==> src/rtl/pipe_stage_chain.sv <==
// Elastic pipeline-register chain for one LEGv8 stage boundary: DEPTH slots of
// {valid, ctrl, data} with back-pressure, bubble collapse, flush and NOP bubbles.
module pipe_stage_chain #(
  parameter int DATA_W = 96,
  parameter int CTRL_W = 13,
  parameter int DEPTH  = 1,
  parameter int CNT_W  = $clog2(DEPTH + 1)
) (
  input  logic              clk,
  input  logic              rst,
  input  logic              flush,
  input  logic              in_valid,
  output logic              in_ready,
  input  logic [CTRL_W-1:0] in_ctrl,
  input  logic [DATA_W-1:0] in_data,
  output logic              out_valid,
  input  logic              out_ready,
  output logic [CTRL_W-1:0] out_ctrl,
  output logic [DATA_W-1:0] out_data,
  output logic [CNT_W-1:0]  count
);

  logic [DEPTH:0]    rdy_s;
  logic [DEPTH-1:0]  v_r;
  logic [DEPTH-1:0]  v_nxt_s;
  logic [CTRL_W-1:0] ctrl_r     [DEPTH];
  logic [CTRL_W-1:0] ctrl_nxt_s [DEPTH];
  logic [DATA_W-1:0] data_r     [DEPTH];
  logic [DATA_W-1:0] data_nxt_s [DEPTH];
  logic [CNT_W-1:0]  count_r;

  function automatic logic [CNT_W-1:0] popcount(input logic [DEPTH-1:0] bits);
    logic [CNT_W-1:0] sum;
    sum = {CNT_W{1'b0}};
    for (int i = 0; i < DEPTH; i++) begin
      sum = sum + CNT_W'(bits[i]);
    end
    return sum;
  endfunction

  // Ready chain: a slot can load if any slot from it to the output is empty,
  // or the consumer is taking the last entry.
  always_comb begin
    logic acc_s;
    acc_s = out_ready;
    rdy_s = {(DEPTH + 1){1'b0}};
    rdy_s[DEPTH] = out_ready;
    for (int i = DEPTH - 1; i >= 0; i--) begin
      acc_s = ~v_r[i] | acc_s;
      rdy_s[i] = acc_s;
    end
  end

  assign in_ready = rdy_s[0] & ~flush;

  // Next-state for every slot; flush kills valid/ctrl but leaves data untouched.
  always_comb begin
    v_nxt_s    = v_r;
    ctrl_nxt_s = ctrl_r;
    data_nxt_s = data_r;
    if (flush) begin
      v_nxt_s = {DEPTH{1'b0}};
      for (int i = 0; i < DEPTH; i++) begin
        ctrl_nxt_s[i] = {CTRL_W{1'b0}};
      end
    end else begin
      if (rdy_s[0]) begin
        v_nxt_s[0]    = in_valid;
        ctrl_nxt_s[0] = in_valid ? in_ctrl : {CTRL_W{1'b0}};
        data_nxt_s[0] = in_data;
      end else begin
        v_nxt_s[0]    = v_r[0];
        ctrl_nxt_s[0] = ctrl_r[0];
        data_nxt_s[0] = data_r[0];
      end
      // Downstream slots shift forward when their ready is set; an invalid
      // source carries a NOP control field but its data rides along.
      for (int i = 1; i < DEPTH; i++) begin
        if (rdy_s[i]) begin
          v_nxt_s[i]    = v_r[i-1];
          ctrl_nxt_s[i] = v_r[i-1] ? ctrl_r[i-1] : {CTRL_W{1'b0}};
          data_nxt_s[i] = data_r[i-1];
        end else begin
          v_nxt_s[i]    = v_r[i];
          ctrl_nxt_s[i] = ctrl_r[i];
          data_nxt_s[i] = data_r[i];
        end
      end
    end
  end

  // Slot and occupancy registers; reset drops every entry immediately.
  always_ff @(posedge clk or posedge rst) begin
    if (rst) begin
      v_r     <= {DEPTH{1'b0}};
      count_r <= {CNT_W{1'b0}};
      for (int i = 0; i < DEPTH; i++) begin
        ctrl_r[i] <= {CTRL_W{1'b0}};
        data_r[i] <= {DATA_W{1'b0}};
      end
    end else begin
      v_r     <= v_nxt_s;
      count_r <= popcount(v_nxt_s);
      for (int i = 0; i < DEPTH; i++) begin
        ctrl_r[i] <= ctrl_nxt_s[i];
        data_r[i] <= data_nxt_s[i];
      end
    end
  end

  assign out_valid = v_r[DEPTH-1];
  assign out_ctrl  = ctrl_r[DEPTH-1];
  assign out_data  = data_r[DEPTH-1];
  assign count     = count_r;

endmodule
==> config.mk <==
export PLATFORM = sky130hd
export DESIGN_NAME = pipe_stage_chain
export DESIGN_NICKNAME = d
export VERILOG_FILES = /design/src/rtl/pipe_stage_chain.sv
export SDC_FILE = /design/constraint.sdc
export NUM_CORES = 1
export LEC_CHECK = 0
export ABC_CLOCK_PERIOD_IN_PS = 4400
export BUFFER_PORTS_ARGS = -buffer_cell sky130_fd_sc_hd__buf_4
export CAP_MARGIN = 20
export CORE_UTILIZATION = 43
export CTS_CLUSTER_SIZE = 28
export DETAILED_ROUTE_END_ITERATION = 6
export PLACE_DENSITY = 0.76
export RECOVER_POWER = 25
export SLEW_MARGIN = 10
export SYNTH_ARGS = -nofsm -noshare
export SYNTH_HDL_FRONTEND = slang
export SYNTH_SLANG_ARGS = --single-unit
==> constraint.sdc <==
create_clock -name clk -period 4.4 [get_ports clk]
set_clock_uncertainty 0.1 [all_clocks]
set_input_delay 0.44 -clock clk [delete_from_list [all_inputs] [get_ports clk]]
set_output_delay 0.44 -clock clk [all_outputs]
set_load 0.02 [all_outputs]
* Word level (Yosys, flattened, before mapping)
Index checks and enable logic that the tools add are counted. Widths: inputs -> output; s select.
Storage, ports and cells: register bits 110, output and inout bits 112, logic and storage cells 14
Cells by class: mux-type cells 5, bitwise gates (word level) 4, reduce and logical (&&, ||, !) cells 2
Operators by type and width (count):
- $mux 13 | 3
- $mux 1 | 2
- $not 1->1 | 2
- $reduce_and 2->1 | 1
- $reduce_bool 2->1 | 1
- $and 1x1->1 | 1
- $or 1x1->1 | 1

* Depth between registers and ports, before layout
Gate-level depths: netlist of the first run.
depth in word-level cells 4, depth in mapped cells 6, depth with buffers taken out 3

* Worst setup path before layout of the first run
Ideal clock, no wire load.
path type flip-flop to output port, start reg, netlist name count, end out in_ready, data arrival time 1.197 ns, required time 3.860 ns, setup slack 2.663 ns, cell stages (with the launch flop) 6, path buffers 3, cells stage by stage dfrtp_1 -> nor2b_2 -> buf_6 -> nor2_8 -> buf_6 -> buf_8
RTL lines:
- to (decl) | line 13 | output logic in_ready,

==> out/qor.txt, run 1 <==
Fin worst setup slack = 1.385 ns
Post-synthesis sequential area ratio = 0.6397
Req. time, crit path = 3.86 ns
RSZ-0062 raised after global routing = false
CTS buffer count = 9
Status = completed
Worst vdd ir = 0.2022 mV
Grt ovf = 0
Post-synthesis mux area share = 0.2765
DIE HEIGHT = 102.0 um
Clock-pin slew on the worst setup and hold paths = 0.11 ns
Fillcell total = 757
Count of final max-slew check failures = 0
Final Critical Period = 3.015 ns
Dominant synthesized flop cell = dfrtp_1
Leading cell type by number of instances after synthesis = dfrtp_1
Clock sink total = 110
Max-cap violations = 0
DR iter-0 viols = 66
First-pass GRT wire length = 14640 um
Syn Nets = 381
Slew @ Worst Pin = 1.481 ns
Cts repair resizes = 0
Largest family of logic cells by synthesized area = multiplexers
Post-synthesis simple-gate area fraction = 0.03635
Area leader, netlist = dfrtp_1
R2R setup slack = 1.81 ns
DP Worst Slack = 1.712 ns
Largest net degree at the start of global routing = 82
WP buf/inv = 2
Antenna Nets Post-Route = 0
CP Data Arrival Time = 2.48 ns
Die width = 102.0 um
Crit path largest cell delay = 0.78 ns
Synth Area in Adders = 0
Synth Area in XOR/XNOR = 0
CTS root buffer = clkbuf_8
Distinct cells, synth = 15
Initial DRT Pass Iterations = 4
Via count = 2971
Synth Area in Compound Gates = 0.01512
Layout area overhead = 45.57%
FF-to-FF Start = count
Largest cells by area after synthesis = dfrtp_1 (64%), mux2_2 (18%), mux2_4 (10%)
Max Root-Sink Buffers = 2
Initial antenna violation count = 0
Cells after Synth = 267
Die ar. = 0.01041 mm2
Vias/cell = 4.716
CTS HTree Levels = 3
Final HPWL DP = 7332 um
Final Util = 0.6438
Async SR Flop Fraction = 1.000
Worst-Skew Late Latency = 0.34 ns
Pleak = 0.003077 uW
Layout cell share with drive strength beyond 1 = 0.6861
Yosys reg bits = 110
Starting Density = 0.4423
Final wirelength = 9894 um
Ant. Diodes = 0
Final nets = 606
GPL Wtd Cong = 0.7080
Vias in the first global route = 2911
Average routed wire per standard cell = 15.70 um
Family with the most delay on the worst path = simple AND/OR/NAND/NOR gates
Row count = 36
Core area = 0.009729 mm2
Worst Setup Start Kind = register
Most common cell on crit path = buf_4
Hold Slack = 0.2003 ns
Postcts setup bufs = 0
Final hold viol count = 0
Crit end category = output port
Worst min-delay path startpoint = in_data[5]
DRC violations left = 0
Synth top cells by count = dfrtp_1 (110), mux2_2 (67), mux2_4 (29)
Power, Total = 2460 uW
CTS tree = built
Final setup violating endpoints = 0
Syn Std Cell Area = 0.004303 mm2
Crit-path max FO = 57
Top cell type's share of synthesized area = 0.6397
Crit Path Class = reg -> out
Total I/O pin count = 226
Worst Setup SP = count
Max-slew headroom = 0.01249
Port buffer count = 225
Max Fclk = 331.6 MHz
Yosys Warn Count = 0
CP max-delay cell = nor2_8
Syn_area_per_cell = 16.12 um2
Final period utilization = 0.6853
Setup TNS Final = 0 ns
Power Dens Cells = 392.8 mW/mm2
GRT Total Usage = 0.1841
CP Cell Sequence = nor2b_2, nor2_8, buf_4, buf_4
HP Class = in -> reg
Post-synth EDFFs = 0
[cell usage in the layout, fill, tap and decap left out, drive strengths merged]
cell type / n
clkinv: 1
clkinvlp: 1
clkbuf: 15
nand2b: 1
inv: 4
nand3: 13
dlygate4sd3: 1
mux2: 96
a21oi: 13
bufinv: 1
nor2b: 1
dfrtp: 110
nand2: 13
buf: 224
nor2: 3
[where the power goes]
part	leakage, uW	internal, uW	switching, uW
Sequential	0.00131	1130	62.2
Combinational	0.00165	330	302
Clock	0.000111	290	350
[what timing repair did]
action                                  in CTS  in global routing
hold buffers                                 0                  1
endpoints found under the hold margin        0                 19
endpoints found under the setup margin       0                  0
[cell type report]
cell class,instances,area [um2],share of cell area
Timing Repair Buffer,230,1715,0.2739
Tap cell,133,166.4,0.02657
Sequential cell,110,2753,0.4395
Inverter,1,5.005,0.0007990
Clock buffer,10,137.6,0.02197
Multi-Input combinational cell,140,1411,0.2253
Clock inverter,6,75.07,0.01199
[metal layers]
metal	up-vias	share of wire	track usage
li1	1376	-	-
met1	1442	0.40	0.2311
met2	142	0.50	0.3072
met3	11	0.088	0.05267
met4	0	0.013	0.06044
met5	-	0	0
[state kept, by name (all words and copies together) (netlist names)]
name,flops
count,1
out_ctrl,13
out_data,96
[worst paths after layout]
kind,to,cells past startpoint
min,out_data[5],2
min reg2reg,out_data[3],1
max in group asynchronous,out_ctrl[3],5
max,in_ready,4
min in group asynchronous,out_data[73],3
max reg2reg,out_data[38],4
[stage by stage]
stage                     cell area [um2]  instances
after floorplan                      4303        267
after global placement               6048        612
after detailed placement             6048        612
after CTS                            6261        628
after global routing                 6264        630
final                                6264        630
[logic make-up (layout without fill, tap and decap cells)]
family | after synthesis | count (layout)
compound gates | 13 | 13
buf+inv | 17 | 247
flops | 110 | 110
mux | 96 | 96
simple gates | 31 | 31
(Power assumes the default switching activity.)
==> inputs of run 2 (changes only) <==
--- a/config.mk
+++ b/config.mk
@@ -5,10 +5,10 @@
 export SDC_FILE = /design/constraint.sdc
 export NUM_CORES = 1
 export LEC_CHECK = 0
-export ABC_CLOCK_PERIOD_IN_PS = 4400
+export ABC_CLOCK_PERIOD_IN_PS = 2550
 export BUFFER_PORTS_ARGS = -buffer_cell sky130_fd_sc_hd__buf_4
 export CAP_MARGIN = 20
-export CORE_UTILIZATION = 43
+export CORE_UTILIZATION = 41
 export CTS_CLUSTER_SIZE = 28
 export DETAILED_ROUTE_END_ITERATION = 6
 export PLACE_DENSITY = 0.76
==> constraint.sdc (replaced) <==
create_clock -name clk -period 2.55 [get_ports clk]
set_clock_uncertainty 0.1 [all_clocks]
set_input_delay 0.255 -clock clk [delete_from_list [all_inputs] [get_ports clk]]
set_output_delay 0.255 -clock clk [all_outputs]
set_load 0.02 [all_outputs]
==> out/qor.txt, run 2 (same netlist as run 1, synthesis figures left out) <==
DIE HEIGHT = 104.4 um (+2.4%)
HP Class = in -> reg
Req. time, crit path = 2.19 ns (-1.67 ns)
Die ar. = 0.01091 mm2 (+4.8%)
Status = completed
Met2 WL = 5305 um (+7.7%)
Max-cap violations = 0 (unchanged)
Ant. Diodes = 0 (unchanged)
WL met3 = 635 um (-27%)
Max Root-Sink Buffers = 2 (unchanged)
Layout area overhead = 45.48% (about the same)
Worst vdd ir = 0.3336 mV (+65%)
Pleak = 0.002964 uW (-3.6%)
Port buffer count = 225 (unchanged)
CTS tree = built
DRC violations left = 0 (unchanged)
GPL Wtd Cong = 0.7902 (+12%)
Most frequent cells in the layout = buf_4 (173), dfrtp_1 (110), mux2_2 (67)
Grt ovf = 0 (unchanged)
Setup TNS Final = 0 ns (unchanged)
DP Cell Count = 617 (+0.82%)
Hold Slack = 0.02182 ns (-0.1785 ns)
GRT Total Usage = 0.1889 (+0.004757)
Initial antenna violation count = 0 (unchanged)
First-pass GRT wire length = 15910 um (+8.7%)
Vias in the first global route = 3172 (+9.0%)
Average routed wire per standard cell = 15.81 um (+0.64%)
Vias/cell = 4.719 (about the same)
Starting Density = 0.4206 (-0.02169)
Total I/O pin count = 226 (unchanged)
CTS buffer count = 9 (unchanged)
DR iter-0 viols = 138 (+110%)
Crit end category = output port
Final Util = 0.6118 (-0.03194)
RSZ-0062 raised after global routing = false
CP Data Arrival Time = 1.74 ns (-0.74 ns)
Worst Setup Start Kind = register
Initial DRT Pass Iterations = 4 (unchanged)
Power Dens Cells = 655.6 mW/mm2 (+67%)
Max Fclk = 478.2 MHz
Largest register FFs = 96 (unchanged)
Die width = 104.4 um (+2.4%)
Clock sink total = 110 (unchanged)
Final period utilization = 0.8200
Antenna Nets Post-Route = 0 (unchanged)
Slew @ Worst Pin = 1.370 ns (-0.1112 ns)
Largest net degree at the start of global routing = 55 (-33%)
Final HPWL DP = 7448 um (+1.6%)
Crit Path Class = reg -> out
Cell Count, Final, Fillers Out = 647 (+2.7%)
Clock-pin slew on the worst setup and hold paths = 0.09 ns (-0.02 ns)
Final wirelength = 10230 um (+3.4%)
Max-slew headroom = 0.08162 (+0.06914)
Final Critical Period = 2.091 ns
Final hold viol count = 0 (unchanged)
Most common cell after layout, fill and taps aside = buf_4
Highest Signal Layer = met4
Crit-path max FO = 43 (-25%)
Final setup violating endpoints = 0 (unchanged)
WL met1 = 4008 um (+1.0%)
Count of final max-slew check failures = 0 (unchanged)
Row count = 37 (+2.8%)
Core area = 0.01023 mm2 (+5.2%)
Layout cell share with drive strength beyond 1 = 0.5695 (-0.1166)
Worst-Skew Late Latency = 0.36 ns (+0.02 ns)
CTS HTree Levels = 3 (unchanged)
Via count = 3053 (+2.8%)
CTS root buffer = clkbuf_8
Final nets = 621 (+2.5%)
==> run 2: final cells by class <==
class	count	area, um2
tap	136	170.2
multi-input combinational	140	1411
clock buffer	11	141.4
fill	829	3971
sequential	110	2753
clock inverter	4	47.55
timing repair buffer	245	1732
inverter	1	5.005
==> run 2: critical path, cell delays in order, from the launching register on <==
cell	delay, ns
dfrtp_1	0.42
nor2b_2	0.16
buf_4	0.19
nor2_8	0.13
buf_12	0.25
buf_4	0.20
==> run 2: worst paths after layout <==
path,end,slack [ns],from,depth (start not counted)
max,in_ready,0.46,count,5
min in group asynchronous,out_data[34],0.65,rst,3
max in group asynchronous,out_data[47],0.91,rst,4
min,out_data[79],0.02,in_data[79],2
max reg2reg,out_data[41],0.71,count,5
min reg2reg,out_data[75],0.41,out_data[75],1
==> run 2: stage by stage <==
stage                     area [um2]  setup slack (ns)  power, uW
after global routing            6260            0.3651       4294
after global placement          6118            0.7944       3174
after detailed placement        6118            0.7371       3206
after floorplan                 4307            0.8258       2666
after CTS                       6427            0.4395       4242
final                           6260            0.4589       4104
==> run 2: layer usage <==
metal	track usage	vias up
li1	-	1399
met1	0.2219	1491
met2	0.3283	143
met3	0.03759	20
met4	0.09388	0
met5	0	-
==> run 2: what timing repair did <==
action	in CTS	in global routing
gates resized for setup	0	0
setup buffers	0	0
hold buffers	12	3
hold endpoints to repair	37	3
==> run 2: report_power, final <==
group          internal, uW  switching (uW)  total, uW
Combinational           513             527       1040
Clock                   473             538       1010
Sequential             1940             110       2050
Total                  2930            1170       4100
